### config.mk
export PLATFORM = sky130hd
export DESIGN_NAME = ex_macc_seq
export DESIGN_NICKNAME = d
export VERILOG_FILES = /design/src/rtl/ex_macc_seq_pkg.sv /design/src/rtl/ex_macc_seq_mult.sv /design/src/rtl/ex_macc_seq.sv
export SDC_FILE = /design/constraint.sdc
export NUM_CORES = 2
export LEC_CHECK = 0
export CORE_ASPECT_RATIO = 0.7
export CORE_MARGIN = 2
export CORE_UTILIZATION = 45
export CTS_CLUSTER_DIAMETER = 150
export CTS_CLUSTER_SIZE = 30
export DETAILED_ROUTE_END_ITERATION = 7
export DONT_BUFFER_PORTS = 1
export SYNTH_ARGS = -nofsm -noshare
export SYNTH_HDL_FRONTEND = slang
export SYNTH_SLANG_ARGS = --single-unit
### constraint.sdc
create_clock -name clk -period 11.7 [get_ports clk]
set_clock_uncertainty 0.05 [all_clocks]
set_input_delay 2.34 -clock clk [delete_from_list [all_inputs] [get_ports clk]]
set_output_delay 2.34 -clock clk [all_outputs]
set_load 0.01 [all_outputs]
### src/rtl/ex_macc_seq_pkg.sv
// Shared definitions for the EX-stage multiply-accumulate sequencer:
// bus widths, ALU op codes, FSM state encoding and op-decode helpers.
// Build option: MACC_MUL_PIPE_EN splits the multiply over two cycles.
package ex_macc_seq_pkg;

  localparam int REG_W    = 32;
  localparam int DREG_W   = 64;
  localparam int ALUOP_W  = 8;

  localparam logic RST_ENABLE = 1'b1;
  localparam logic FLUSH      = 1'b1;

  // ALU op codes seen by EX
  localparam logic [ALUOP_W-1:0] EXE_NOP_OP   = 8'b0000_0000;
  localparam logic [ALUOP_W-1:0] EXE_MULT_OP  = 8'b0001_1000;
  localparam logic [ALUOP_W-1:0] EXE_MADD_OP  = 8'b1010_0110;
  localparam logic [ALUOP_W-1:0] EXE_MADDU_OP = 8'b1010_1000;
  localparam logic [ALUOP_W-1:0] EXE_MSUB_OP  = 8'b1010_1010;
  localparam logic [ALUOP_W-1:0] EXE_MSUBU_OP = 8'b1010_1011;

`ifdef MACC_MUL_PIPE_EN
  localparam int MUL_LAT = 2;
  localparam int MUL_B_W = 16;
`else
  localparam int MUL_LAT = 1;
  localparam int MUL_B_W = 32;
`endif

  typedef enum logic [1:0] {
    MACC_IDLE = 2'd0,
    MACC_MUL  = 2'd1,
    MACC_ACC  = 2'd2
  } macc_state_e;

  function automatic logic is_macc(input logic [ALUOP_W-1:0] op);
    return (op == EXE_MADD_OP) || (op == EXE_MADDU_OP) ||
           (op == EXE_MSUB_OP) || (op == EXE_MSUBU_OP);
  endfunction

  function automatic logic is_signed_op(input logic [ALUOP_W-1:0] op);
    return (op == EXE_MADD_OP) || (op == EXE_MSUB_OP);
  endfunction

  function automatic logic is_sub_op(input logic [ALUOP_W-1:0] op);
    return (op == EXE_MSUB_OP) || (op == EXE_MSUBU_OP);
  endfunction

endpackage

### src/rtl/ex_macc_seq_mult.sv
// Combinational A_W x B_W multiplier with per-operand sign select.
// Operands are sign- or zero-extended to the product width so the
// result is exact modulo 2^P_W for any mix of signed/unsigned inputs.
module macc_mult #(
  parameter int A_W = 32,
  parameter int B_W = 32,
  parameter int P_W = 64
) (
  input  logic [A_W-1:0] a_i,
  input  logic [B_W-1:0] b_i,
  input  logic           sign_a_i,
  input  logic           sign_b_i,
  output logic [P_W-1:0] p_o
);

  logic [P_W-1:0] a_ext;
  logic [P_W-1:0] b_ext;

  assign a_ext = {{(P_W-A_W){sign_a_i & a_i[A_W-1]}}, a_i};
  assign b_ext = {{(P_W-B_W){sign_b_i & b_i[B_W-1]}}, b_i};
  assign p_o   = a_ext * b_ext;

endmodule

### src/rtl/ex_macc_seq.sv
// EX-stage sequencer for MADD/MADDU/MSUB/MSUBU. Holds its own product
// and cycle counter, stalls the pipe while the product is built, then
// writes {HI,LO} +/- product in the ACC cycle.
// Build option: MACC_MUL_PIPE_EN -> two 32x16 partial products (MUL_LAT=2).
module ex_macc_seq
  import ex_macc_seq_pkg::*;
(
  input  logic               clk,
  input  logic               rst,
  input  logic [ALUOP_W-1:0] aluop_i,
  input  logic [REG_W-1:0]   opa_i,
  input  logic [REG_W-1:0]   opb_i,
  input  logic [REG_W-1:0]   hi_i,
  input  logic [REG_W-1:0]   lo_i,
  input  logic               flush,
  input  logic               hold_i,
  output logic               stallreq_o,
  output logic               whilo_o,
  output logic [REG_W-1:0]   hi_o,
  output logic [REG_W-1:0]   lo_o,
  output logic               busy_o
);

  macc_state_e         state_q, state_d;
  logic [DREG_W-1:0]   product_q, product_d;
  logic [1:0]          cnt_q, cnt_d;
  logic                sub_q, sub_d;

  logic [REG_W-1:0]    mul_a;
  logic [MUL_B_W-1:0]  mul_b;
  logic                mul_sign_a;
  logic                mul_sign_b;
  logic [DREG_W-1:0]   mul_p;
  logic [DREG_W-1:0]   acc_res;

`ifdef MACC_MUL_PIPE_EN
  logic [REG_W-1:0]    opa_q, opa_d;
  logic [15:0]         opb_hi_q, opb_hi_d;
  logic                sgn_q, sgn_d;

  // Low half of opb (unsigned) at issue, high half (signed per op) in MUL
  always_comb begin
    if (state_q == MACC_MUL) begin
      mul_a      = opa_q;
      mul_b      = opb_hi_q;
      mul_sign_a = sgn_q;
      mul_sign_b = sgn_q;
    end else begin
      mul_a      = opa_i;
      mul_b      = opb_i[15:0];
      mul_sign_a = is_signed_op(aluop_i);
      mul_sign_b = 1'b0;
    end
  end
`else
  assign mul_a      = opa_i;
  assign mul_b      = opb_i;
  assign mul_sign_a = is_signed_op(aluop_i);
  assign mul_sign_b = is_signed_op(aluop_i);
`endif

  macc_mult #(
    .A_W (REG_W),
    .B_W (MUL_B_W),
    .P_W (DREG_W)
  ) u_mult (
    .a_i      (mul_a),
    .b_i      (mul_b),
    .sign_a_i (mul_sign_a),
    .sign_b_i (mul_sign_b),
    .p_o      (mul_p)
  );

  // Modulo-2^64 accumulate; carry/borrow out is dropped
  assign acc_res = sub_q ? ({hi_i, lo_i} - product_q) : ({hi_i, lo_i} + product_q);

  // Next-state logic; flush overrides hold and start
  always_comb begin
    state_d   = state_q;
    product_d = product_q;
    cnt_d     = cnt_q;
    sub_d     = sub_q;
`ifdef MACC_MUL_PIPE_EN
    opa_d     = opa_q;
    opb_hi_d  = opb_hi_q;
    sgn_d     = sgn_q;
`endif
    if (flush == FLUSH) begin
      state_d   = MACC_IDLE;
      cnt_d     = 2'd0;
      product_d = '0;
    end else begin
      case (state_q)
        MACC_IDLE: begin
          if (is_macc(aluop_i)) begin
            product_d = mul_p;
            sub_d     = is_sub_op(aluop_i);
            cnt_d     = 2'd1;
`ifdef MACC_MUL_PIPE_EN
            opa_d     = opa_i;
            opb_hi_d  = opb_i[31:16];
            sgn_d     = is_signed_op(aluop_i);
            state_d   = MACC_MUL;
`else
            state_d   = MACC_ACC;
`endif
          end
        end
        MACC_MUL: begin
`ifdef MACC_MUL_PIPE_EN
          product_d = product_q + (mul_p << 16);
          cnt_d     = cnt_q + 2'd1;
          if (cnt_d == 2'(MUL_LAT)) begin
            state_d = MACC_ACC;
          end
`else
          state_d = MACC_IDLE;
`endif
        end
        MACC_ACC: begin
          if (!hold_i) begin
            state_d = MACC_IDLE;
            cnt_d   = 2'd0;
          end
        end
        default: begin
          state_d = MACC_IDLE;
          cnt_d   = 2'd0;
        end
      endcase
    end
  end

  // State and datapath registers
  always_ff @(posedge clk) begin
    if (rst == RST_ENABLE) begin
      state_q   <= MACC_IDLE;
      product_q <= '0;
      cnt_q     <= 2'd0;
      sub_q     <= 1'b0;
`ifdef MACC_MUL_PIPE_EN
      opa_q     <= '0;
      opb_hi_q  <= '0;
      sgn_q     <= 1'b0;
`endif
    end else begin
      state_q   <= state_d;
      product_q <= product_d;
      cnt_q     <= cnt_d;
      sub_q     <= sub_d;
`ifdef MACC_MUL_PIPE_EN
      opa_q     <= opa_d;
      opb_hi_q  <= opb_hi_d;
      sgn_q     <= sgn_d;
`endif
    end
  end

  // Stall/write outputs; silenced during reset and flush cycles
  always_comb begin
    stallreq_o = 1'b0;
    whilo_o    = 1'b0;
    hi_o       = '0;
    lo_o       = '0;
    if ((rst != RST_ENABLE) && (flush != FLUSH)) begin
      case (state_q)
        MACC_IDLE: stallreq_o = is_macc(aluop_i);
        MACC_MUL:  stallreq_o = 1'b1;
        MACC_ACC: begin
          whilo_o      = 1'b1;
          {hi_o, lo_o} = acc_res;
        end
        default: ;
      endcase
    end
  end

  assign busy_o = (state_q != MACC_IDLE);

endmodule

# Word-level counts from Yosys, hierarchy flattened
# Index checks and enable logic that the tools add are counted.
[op_classes]
eq_ne = 8
reduce_logical = 12
n_bitwise = 4
mul = 1
mux = 12
magnitude_cmp = 0
n_addsub = 2
n_div = 0
n_shift = 0
[ops]
columns = ["op", "n"]
rows = [
  ["$mux 32", 4],
  ["$add 64x64->64", 1],
  ["$mul 33x33->64", 1],
  ["$mux 64", 1],
  ["$sub 64x64->64", 1],
  ["$eq 8x8->1 const B", 4],
  ["$logic_or 1x1->1", 5],
  ["$mux 2", 2],
  ["$ne 2x2->1 const B", 2],
  ["$pmux 2 s2", 1],
  ["$reduce_and 2->1", 2],
  ["$mux 1", 3],
  ["$reduce_and 3->1", 1],
  ["$and 1x1->1", 2],
  ["$eq 2x1->1 const B", 1],
  ["$eq 2x2->1 const B", 1],
  ["$logic_not 2->1", 1],
  ["$not 1->1", 2],
  ["$pmux 1 s2", 1],
  ["$reduce_bool 2->1", 1],
  ["$reduce_or 2->1", 1],
  ["$logic_and 1x1->1", 1],
]
[word_totals]
latchBits = 0
inputBits = 140
mem_bits_rw = 0
mem_count = 0
reg_bits = 67
word_cells = 42
romBits = 0
out_inout_bits = 67

# Longest topological paths before layout
[depth]
ltp_word = 6
mapped_depth = 33
mapped_depth_nobuf = 30

# Hierarchy
# A second synthesis with hierarchy kept.
[hier_totals]
cells_unflattened = 5306
area_unflattened_um2 = 45667.5
[by_module_without_submodules]
columns = ["mod", "instances", "area_per_inst_um2", "cells_per_inst"]
rows = [
  ["macc_mult", 1, 37976.4, 4160],
  ["ex_macc_seq", 1, 7691.1, 1146],
]

# Worst setup path after synthesis
# Ideal clock, no wire load.
[synth_timing]
kind = "in2reg"
startpoint = "input port aluop_i[4]"
endpoint = "register product_q[61]"
required_ns = 11.528
stages = 30
slack_ns = 0.679
arrival_time_ns = 10.849
cell_sequence = "nand4bb_1 nor4b_1 clkbuf_1 and2_1 clkbuf_1 nand2_1 inv_1 fa_1 fa_1 fa_1 inv_1 fa_1 inv_1 fa_1 fa_1 inv_1 fa_1 fa_1 inv_1 ha_1 clkbuf_1 a21o_1 a21oi_1 nand3b_1 o221ai_1 o21ai_0 a211oi_2 o21ai_1 a21o_1 a311o_1"
[synth_via]
elab_chain_len = 5
[synth_lines]
columns = ["element", "line", "text"]
rows = [
  ["start, declared", "ex_macc_seq.sv:10", "input logic [ALUOP_W-1:0] aluop_i,"],
  ["parallel branches: the longest is 5 deep, another holds $mul 33x33->64", "n/a", ""],
  ["end signal, assigned", "ex_macc_seq.sv:148", "product_q <= product_d;"],
  ["end, declared", "ex_macc_seq.sv:25", "logic [DREG_W-1:0] product_q, product_d;"],
]
# Several ways; the timed one is not identified.
# A chain may end at the register's enable or synchronous reset.

# Worst setup path in the final report
[layout_timing]
startpoint = "input port aluop_i[4]"
endpoint = "register product_q[47]"
# The elaborated chain is that of the path after synthesis.

==> out/qor.txt <==
run status: finished, final reports clean
number of H-tree branching levels: 3
gp weighted congestion: 0.903
endpoint type of the worst setup path: flop
cell count of the worst reg-to-reg path: 7
detailed-route vias per instance: 5.37
crit share post-route: 0.946
number of pins with negative max-slew slack in the final report: 0
highest clock rate: 90.4 MHz
crit-path max FO: 22
full die area: 103,000 sq um
maximum count of clock buffers along a single path: 2
data arrival time of the critical path: 11.22 ns
fraction of final layout cells with drive strength greater than 1: 0.0124
Syn. warnings: 0
DR WL/cell: 19.6 microns
number of DRC violations after detailed routing: 0
smallest hold slack: 0.436 ns
path class of the lowest-slack min-delay path: flop to flop
count of final setup violators: 0
number of buffers inserted during clock tree synthesis: 9
maximum capacitance violations: 0
Req. time, crit path: 11.85 ns
post-route minimum period: 11.07 ns
First-pass DRT Iterations: 5
crit start category: input port
core box area: 99,800 sq um
count of final hold-check violations: 0
number of instances in the synthesized netlist: 5,265
clock tree from TritonCTS: done
layer carrying the most global-route usage: met2
Yosys cell types: 77
setup repair after global routing missed its margin: no
PortBufs: 0
effective utilization at floorplan: 0.453
wire length of the first global-routing pass: 202,000 microns
Post-synth ARST share: 0
Layout area overhead: 2.38%
Worst Setup Path Type: input port to flop
met2 track utilization from global routing: 0.414
setup repair bufs after CTS: 0
largest net degree at the start of global routing: 63
final WL: 125,000 microns
most instantiated flip-flop cell in the synthesis netlist: dfxtp_1
die extent in x: 383 microns
number of nets in the layout: 6,555
global routing usage summed across all routing layers: 0.251
IO Count: 207
Synth Net Count: 6,807
grt met1 use: 0.359
clock tree root buffer cell: clkbuf_16
global routing usage on met3: 0.0323
initial drt markers: 2,243
height of the die: 269 microns
final instance area: 46,200 sq um
Yosys reg bits: 66
worst max-slew margin expressed relative to the limit: 0.234
post-synthesis sequential area ratio: 0.0293
post-CTS clock slew at the launch and capture registers of the worst setup and hold paths: 0.05 ns
sum of net half-perimeters after detailed placement: 101,000 microns
Worst-Margin Slew: 1.14 ns
Crit. Startpoint: aluop_i[4]
setup slack of the most critical reg-to-reg path: 9.08 ns
mapped cell area: 45,200 sq um
TritonCTS sink count: 66
Post-CTS Hold Fix Bufs: 0
total grt overflow: 0
syn avg cell area: 8.58 sq um
total number of vias: 34,100
clock latency on the worst-skew pair: 0.35 ns
endpoint of the most critical register-to-register path: product_q[61]$_SDFFE_PN0P_
CTS resizes: 0
number of global-route vias before repair: 35,900
FF-to-FF Start: state_q[1]$_SDFFE_PN0P_
number of antenna violations at the first check in global routing: 1
post-detailed-placement cell area: 45,900 sq um
number of placement rows: 97
count of antenna-violating nets left after detailed routing: 0
EDFF count, synth: 0
Sum Neg Setup Slack: 0 ns
capture point of the critical path: product_q[47]$_SDFFE_PN0P_
final cells by class:
| type | instances | area, sq um |
|---|---|---|
| fill | 9943 | 53500 |
| multi-input combinational | 3766 | 38500 |
| inverter | 1158 | 4350 |
| tap | 1336 | 1670 |
| sequential | 66 | 1320 |
| clock buffer | 11 | 243 |
| timing repair buffer | 12 | 90.1 |
| clock inverter | 5 | 77.6 |
| antenna | 1 | 2.50 |
flip-flops by register name (all words and copies together), names as in the netlist:
signal and flops:
product_q 64, sub_q 1, state_q 1
Yosys cell counts (all sizes together) (52+ instances only):
| cell type | n | area (sq um) |
|---|---|---|
| a21o | 69 | 518 |
| nand3 | 52 | 260 |
| nand2 | 937 | 3520 |
| clkbuf | 273 | 1020 |
| and2 | 299 | 1870 |
| nor2 | 204 | 766 |
| fa | 1126 | 22500 |
| dfxtp | 66 | 1320 |
| o21ai | 84 | 420 |
| xnor2 | 147 | 1300 |
| a21oi | 194 | 978 |
| ha | 276 | 3450 |
| inv | 1158 | 4350 |
cells by family after synthesis:
logic type / share of synthesized area
adder cells (fa/ha/maj): 0.576
XOR/XNOR: 0.0380
AO/OA/AOI/OAI: 0.0714
multiplexers: 0.000914
AND/OR/NAND/NOR: 0.166
flip-flops: 0.0293
buffers and inverters: 0.119
per-layer routing:
metal,part of all wire,up-vias
li1,-,15100
met1,0.44,17800
met2,0.48,1059
met3,0.066,139
met4,0.018,0
met5,0,-
critical path, cell delays in order:
cell and delay (ns):
nand4bb_1 0.22, nor4b_2 0.27, buf_4 0.33, nand2_1 0.66, or2_2 0.56, fa_1 0.47
fa_1 0.51, fa_1 0.42, fa_1 0.48, inv_1 0.05, fa_1 0.50, inv_1 0.06
fa_1 0.45, fa_1 0.50, inv_1 0.05, fa_1 0.43, ha_1 0.35, a21oi_1 0.17
o21ai_0 0.19, o41ai_1 0.58, o21ai_0 0.19, a221o_1 0.36, a21oi_1 0.37, a311oi_1 0.21
a21oi_1 0.21, xor2_1 0.17, o21ai_0 0.09
through the flow:
stage,utilization,setup WS (ns),instances
after global placement,0.460,0.683,6338
after detailed placement,0.460,0.470,6338
after global routing,0.463,0.336,6354
after CTS,0.463,0.810,6354
after floorplan,-,0.679,5265
final,0.463,0.633,6355
worst min-delay path by stage:
stage / to / start / depth (start not counted)
6_report: product_q[21]$_SDFFE_PN0P_ / product_q[21]$_SDFFE_PN0P_ / 2
5_1_grt: product_q[23]$_SDFFE_PN0P_ / product_q[23]$_SDFFE_PN0P_ / 2
4_1_cts: product_q[42]$_SDFFE_PN0P_ / product_q[42]$_SDFFE_PN0P_ / 2
3_5_place_dp: product_q[42]$_SDFFE_PN0P_ / product_q[42]$_SDFFE_PN0P_ / 2
3_3_place_gp: product_q[46]$_SDFFE_PN0P_ / product_q[46]$_SDFFE_PN0P_ / 2
2_1_floorplan: product_q[63]$_SDFFE_PN0P_ / product_q[63]$_SDFFE_PN0P_ / 2
cells in the final DEF (no fill, tap or decap), types with 69 or more instances in the layout:
master,netlist,layout
inv_1,1158,1158
fa_1,1126,1126
nand2_1,937,936
and2_1,299,299
ha_1,276,276
nor2_1,204,204
a21oi_1,192,191
xnor2_1,146,146
o21ai_0,75,75
a21o_1,69,69
Power is left out: the tool's default activity adds up to more than one toggle a clock period on the data nets, which glitch-free logic cannot reach.
